===== src/rtl/regfile_wb_arbiter.sv =====
// Round-robin arbiter sharing the register file write port between write-back requesters.
// Grants are combinational; the register file sees a registered rd/data/writeEn stage.
module regfile_wb_arbiter #(
    parameter int NREQ = 3,
    parameter int XLEN = 32
) (
    input  logic                 clk,
    input  logic                 r,
    input  logic                 hold,
    input  logic [NREQ-1:0]      req_valid,
    output logic [NREQ-1:0]      req_ready,
    input  logic [5*NREQ-1:0]    req_rd,
    input  logic [XLEN*NREQ-1:0] req_data,
    output logic [4:0]           wb_rd,
    output logic [XLEN-1:0]      wb_data,
    output logic                 wb_en,
    output logic [1:0]           grant_id,
    output logic [15:0]          wr_count
);

    typedef enum logic {IDLE, WRITE} stateT;

    stateT             state;
    stateT             nextState;
    logic [1:0]        ptr;
    logic [NREQ-1:0]   grantVec;
    logic [1:0]        grantIdx;
    logic              grantFound;
    logic [2:0]        cand;
    logic [4:0]        selRd;
    logic [XLEN-1:0]   selData;
    logic              transfer;
    logic              commit;

    // Search ptr, ptr+1, ... (mod NREQ) and take the first valid requester.
    always_comb begin
        grantVec   = '0;
        grantIdx   = '0;
        grantFound = 1'b0;
        cand       = '0;
        for (int k = 0; k < NREQ; k++) begin
            cand = {1'b0, ptr} + 3'(k);
            if (cand >= 3'(NREQ)) begin
                cand = cand - 3'(NREQ);
            end
            if (!grantFound && req_valid[cand[1:0]]) begin
                grantVec[cand[1:0]] = 1'b1;
                grantIdx            = cand[1:0];
                grantFound          = 1'b1;
            end
        end
    end

    always_comb begin
        selRd   = '0;
        selData = '0;
        for (int i = 0; i < NREQ; i++) begin
            if (grantVec[i]) begin
                selRd   = req_rd[5*i +: 5];
                selData = req_data[XLEN*i +: XLEN];
            end
        end
    end

    assign req_ready = (hold || r) ? '0 : grantVec;
    assign transfer  = |req_ready;
    assign commit    = transfer && (selRd != 5'd0);

    always_ff @(posedge clk or posedge r) begin
        if (r) begin
            state <= IDLE;
        end else begin
            state <= nextState;
        end
    end

    // Both states leave toward WRITE only when a non-x0 write is accepted this cycle.
    always_comb begin
        nextState = IDLE;
        case (state)
            IDLE:    nextState = commit ? WRITE : IDLE;
            WRITE:   nextState = commit ? WRITE : IDLE;
            default: nextState = IDLE;
        endcase
    end

    assign wb_en = (state == WRITE);

    always_ff @(posedge clk or posedge r) begin
        if (r) begin
            ptr      <= '0;
            wb_rd    <= '0;
            wb_data  <= '0;
            grant_id <= '0;
            wr_count <= '0;
        end else begin
            if (transfer) begin
                ptr      <= (grantIdx == 2'(NREQ-1)) ? 2'd0 : grantIdx + 2'd1;
                grant_id <= grantIdx;
            end
            if (commit) begin
                wb_rd   <= selRd;
                wb_data <= selData;
                if (wr_count != 16'hFFFF) begin
                    wr_count <= wr_count + 16'd1;
                end
            end
        end
    end

endmodule

===== config.mk =====
export PLATFORM = sky130hd
export DESIGN_NAME = regfile_wb_arbiter
export DESIGN_NICKNAME = d
export VERILOG_FILES = /design/src/rtl/regfile_wb_arbiter.sv
export SDC_FILE = /design/constraint.sdc
export NUM_CORES = 1
export LEC_CHECK = 0
export ABC_AREA = 1
export CELL_PAD_IN_SITES_DETAIL_PLACEMENT = 1
export CELL_PAD_IN_SITES_GLOBAL_PLACEMENT = 1
export CORE_ASPECT_RATIO = 0.8
export CORE_MARGIN = 2
export CORE_UTILIZATION = 29
export DETAILED_ROUTE_END_ITERATION = 8
export PLACE_DENSITY_LB_ADDON = 0.1
export SLEW_MARGIN = 20
export SYNTH_ARGS = -nofsm -noshare
export SYNTH_HDL_FRONTEND = slang
export SYNTH_SLANG_ARGS = --single-unit

===== constraint.sdc =====
create_clock -name clk -period 3.5 [get_ports clk]
set_input_delay 0.875 -clock clk [delete_from_list [all_inputs] [get_ports clk]]
set_output_delay 0.875 -clock clk [all_outputs]
set_load 0.01 [all_outputs]

# Word level (Yosys, flattened, before mapping)
# Cells that the tools add are included.
word_totals:
  reg_bits: 58
  inputBits: 117
  output_inout_bits: 59
  elab_cells: 70
classes:
  addsub: 7
  n_eq_ne: 2
  n_lt_le_gt_ge: 9
  reduce_logical: 12
  n_bitwise: 2
  n_mux: 32
ops:
  columns: ["op", "count"]
  rows:
  - ["2-to-1 mux 32 bit", 3]
  - ["adder 16 x 1 -> 16 bit, second input constant", 1]
  - ["!= test 16 bit, second input constant", 1]
  - ["2-to-1 mux 5 bit", 3]
  - ["2-to-1 mux 2 bit", 7]
  - ["2-to-1 mux 3 bit", 4]
  - ["less-than comparator 2 x 3 -> 1 bit, second input constant", 3]
  - ["2-to-1 mux 1 bit", 9]
  - ["binary-select mux 1 bit (select 2 bit)", 3]
  - ["demux 1 bit (select 2 bit)", 3]
  - ["greater-or-equal comparator 2 x 1 -> 1 bit, second input constant", 3]
  - ["greater-or-equal comparator 3 x 2 -> 1 bit, second input constant", 2]
  - ["logical AND 1 bit", 6]
  - ["OR 3 bit", 2]
  - ["subtractor 2 bit, second input constant", 3]
  - ["nonzero test 5 bit", 1]
  - ["adder 2 x 1 -> 3 bit, second input constant", 1]
  - ["adder 2 x 2 -> 3 bit, second input constant", 1]
  - ["OR reduction 3 bit", 1]
  - ["adder 2 x 1 -> 2 bit, second input constant", 1]
  - ["equality test 2 bit, second input constant", 1]
  - ["greater-or-equal comparator 2 bit, second input constant", 1]
  - ["zero test 1 bit", 2]
  - ["AND reduction 2 bit", 1]
  - ["logical OR 1 bit", 1]

# Depth between registers and ports, before layout
logic_depth:
  ltp_word: 17
  ltp_mapped: 23
  depth_no_buf: 22

# Worst setup path after synthesis
# Ideal clock, no wire load.
synth_path:
  path_kind: "input port to flip-flop"
  start: "input req_valid[1]"
  end: "register wb_data[10]"
  arrival_ns: 2.428
  n_path_buf: 2
  setup_slack_ns: 0.949
  t_required_ns: 3.377
  setup_time_ns: 0.123
  stages: 17
  path_cell_list: "nand2_1 nand3_2 nand2_4 nand2_1 nor2_1 inv_2 nand2_4 inv_2 or2_1 nand2_2 nand2_2 nor2_4 nand2_4 nand2_2 buf_6 buf_6 o21ai_2"
synth_via:
  elab_chain_len: 14
  elab_cells_between_ends: 27
  cone_classes: "mux (18); bitwise (2); reduce/logical (7)"
synth_lines:
  columns: ["item", "line_no", "rtl"]
  rows:
  - ["start: declaration", "10", "input logic [NREQ-1:0] req_valid,"]
  - ["binary-select mux 1 bit (select 2 bit)", "46", "if (!grantFound && req_valid[cand[1:0]]) begin"]
  - ["2-to-1 mux 1 bit (not written as such)", "46", null]
  - ["2-to-1 mux 1 bit", "46", null]
  - ["zero test 1 bit", "46", null]
  - ["logical AND 1 bit", "46", null]
  - ["2-to-1 mux 1 bit", "46", null]
  - ["zero test 1 bit", "46", null]
  - ["logical AND 1 bit", "46", null]
  - ["2-to-1 mux 3 bit *", "46", null]
  - ["2-to-1 mux 5 bit (3 in a row)", "58", "if (grantVec[i]) begin"]
  - ["nonzero test 5 bit", "67", "assign commit = transfer && (selRd != 5'd0);"]
  - ["logical AND 1 bit", "67", null]
  - ["end signal: assignment", "103", "wb_data <= selData;"]
  - ["end: declaration", "15", "output logic [XLEN-1:0] wb_data,"]
# Every way passes the cells marked *; elsewhere a longest branch is shown, timed or not. The select of a mux whose other input is x is not followed.
# A chain may end at the register's enable or synchronous reset.

# Worst setup path in the final report
layout_path:
  start: "input req_valid[1]"
  end: "output req_ready[1]"
layout_via:
  elab_chain_len: 10
  elab_cells_between_ends: 18
  cone_classes: "mux (12); bitwise (2); reduce/logical (4)"
layout_lines:
  columns: ["item", "line_no", "rtl"]
  rows:
  - ["binary-select mux 1 bit (select 2 bit)", "46", null]
  - ["2-to-1 mux 1 bit (not written as such)", "46", null]
  - ["2-to-1 mux 1 bit", "46", null]
  - ["zero test 1 bit", "46", null]
  - ["logical AND 1 bit", "46", null]
  - ["2-to-1 mux 1 bit", "46", null]
  - ["zero test 1 bit", "46", null]
  - ["logical AND 1 bit", "46", null]
  - ["2-to-1 mux 3 bit *", "46", null]
  - ["2-to-1 mux 3 bit *", "65", "assign req_ready = (hold || r) ? '0 : grantVec;"]
  - ["end: declaration", "11", "output logic [NREQ-1:0] req_ready,"]
# Marks and branches as above.

==> results_dict.tcl <==
set metrics [dict create \
    status "finished clean" \
    yosysTopAreaCell "dfrtp_1" \
    avgSynthCellArea_um2 7.53 \
    cp-end-kind "primary output" \
    coreArea_mm2 0.0129 \
    p_leak_nw 2.70 \
    syn-num-nets 629 \
    fmax_mhz 308 \
    min_period_ps 3250 \
    vias_per_cell 4.71 \
    cts_setup_buffers 0 \
    cts_tree "done" \
    slowest_delay_ps 480 \
    cp.arrival_ps 2370 \
    vdd_drop_max_mv 0.423 \
    portBuffers 175 \
    async_reset_ff_share_pct 100 \
    cts_resized 2 \
    cts_max_path_buffers 2 \
    hp-class "reg2reg" \
    cts_made_buffers 9 \
    place_congestion 0.866 \
    synth-xor-area-share_pct 2.98 \
    drv_cap 0 \
    start_util_pct 29.7 \
    final_design_area_no_fill_mm2 0.00608 \
    yosys-top-cells-count "nand2_1, dfrtp_1, nand3_1, o21ai_0, nand2_2" \
    finalCoreUtilization_pct 47.3 \
    fillCellCount 1594 \
    fin_crit_sh_pct 92.8 \
    die_w_um 132 \
    slowest_stage "clkdlybuf4s50_1" \
    ys.flop_type "dfrtp_1" \
    finalSetupTns_ps 0 \
    die_y_um 107 \
    grt_pass1_wl_um 21300 \
    clock_skew_ps 4.63 \
    cts_max_level 3 \
    routedWlPerCell_um 15.1 \
    drtIter0Drc 165 \
    multi_input_area_mm2 0.00208 \
    cts_sinks 58 \
    grt_max_degree 65 \
    final-setup-viol-count 0 \
    netlist_area_mm2 0.00382 \
    synthTopCellsByArea "dfrtp_1, nand2_1, o21ai_2" \
    cts_root_buf "clkbuf_16" \
    antenna_found_initial 0 \
    ys_types 30 \
    nets 804 \
    hold_viol_final 0 \
    synth_fa_ha_area_share_pct 1.64 \
    rsz0062_at_grt "false" \
    synthCells 507 \
    final_cell_count_no_fill 862 \
    start_kind "primary input" \
    muxShareOfSynthArea_pct 0 \
    grt_usage_pct 18.9 \
    overflow 0 \
    path_max_fanout 3 \
    synth_top_family_by_area "simple AND/OR/NAND/NOR gates" \
    place_area_mm2 0.00579 \
    ctsHoldBuffers 0 \
    vias 4058 \
    seq_area_mm2 0.00145 \
    tightest_slew_ps 665 \
    routed_wl_um 13000 \
    p_per_area_mw_per_mm2 923 \
    r2r_slack_ps 620 \
    synth_top_area_share_pct 38.0 \
    grt_pass1_vias 4251 \
    pin_count 176 \
    critical_path_class "in2out" \
    required_ps 2620 \
    syn_to_final_growth_pct 59.3 \
    yosysSeqAreaShare_pct 38.0 \
    place_inst 846 \
    diodes 0 \
    synth_most_common_cell "nand2_1" \
    cpMostUsedCell "nor2_1" \
    synth_edf_count 0 \
    synthSimpleGateAreaFrac_pct 35.5 \
    clk_pin_slew_worst_paths_ps 50 \
    die_area_mm2 0.0141 \
    rows 37 \
    dp_hpwl_um 9950 \
    drive_above_1_share_pct 17.2 \
    ant_nets 0 \
    drc 0 \
    drv_slew 0 \
    relSlewSlack_pct 55.3 \
    synth_compound_area_share_pct 14.0 \
    dr.pass1.iters 4 \
    clk_latency_ps 330 \
    ys_seq_elements 58 \
    crit_chain "clkdlybuf4s50_1 -> inv_1 -> o21ai_0 -> nand2_1 -> nand3_1 -> nor2_1 -> nor2_1 -> nor2_1 -> dlygate4sd2_1" \
    ys_warn_count 0 \
]
worst paths after layout:
path | from | end | depth (start not counted)
worst max-delay path | req_valid[1] | req_ready[1] | 9
worst min-delay path | grant_id[0] | grant_id[0] | 2
worst max register to register | ptr[0] | wb_rd[3] | 21
worst min register to register | grant_id[0] | grant_id[0] | 2
max in group asynchronous | r | wb_data[21] | 3
min in group asynchronous | r | ptr[0] | 2
placed cells by master, fill, tap and decap left out, drive strengths merged, types with 6 or more instances in the layout:
cell,count
nand3,53
dfrtp,58
xor2,11
buf,16
nor3,6
inv,36
o21ai,74
a21oi,6
clkbuf,14
nand2,185
nand4,20
nor2,15
clkdlybuf4s50,171
registers in the layout, indices dropped and copies added, names as in the netlist:
register / flops
wb_data: 32
wr_count: 16
wb_rd: 5
grant_id: 2
ptr: 2
wb_en: 1
layout make-up:
class,count,share of cell area [%]
clock inverters,2,0.165
repair buffers,191,31.4
flip-flops and latches,58,23.9
inverters,36,2.22
multi-input cells,386,34.2
well taps,175,3.60
clock buffers,14,4.51
stage by stage:
stage,hold WS (ps),setup slack [ps],power [mW]
global route,501,123,6.20
floorplan,507,949,3.60
detailed placement,469,-19.0,4.84
finish,477,251,5.61
global placement,464,72.4,4.77
CTS,484,4.18,5.71
critical path, delay by kind of cell:
family          cells  cell delay [ps]
buf+inv             3              830
simple gates        5              470
compound gates      1              200
routing by layer:
layer	up-vias	track usage, %	share of wire [%]
met1	1909	25.1	47
met4	0	6.53	2.0
met5	-	0	0
met3	15	6.43	6.6
li1	2012	-	-
met2	122	28.9	44
cells by family after synthesis:
logic type               after synthesis
AND/OR/NAND/NOR                      286
AO/OA/AOI/OAI                         82
buffers and inverters                 63
flip-flops                            58
XOR/XNOR                              13
adder cells (fa/ha/maj)                5
power breakdown:
part / leakage, nW / internal [mW] / total (mW) / switching (mW)
clock network: 0.143 / 0.534 / 0.831 / 0.297
logic: 1.80 / 1.47 / 3.74 / 2.26
registers: 0.760 / 0.897 / 1.05 / 0.150
total: 2.70 / 2.90 / 5.61 / 2.71
Power figures use the tool's default switching activity.
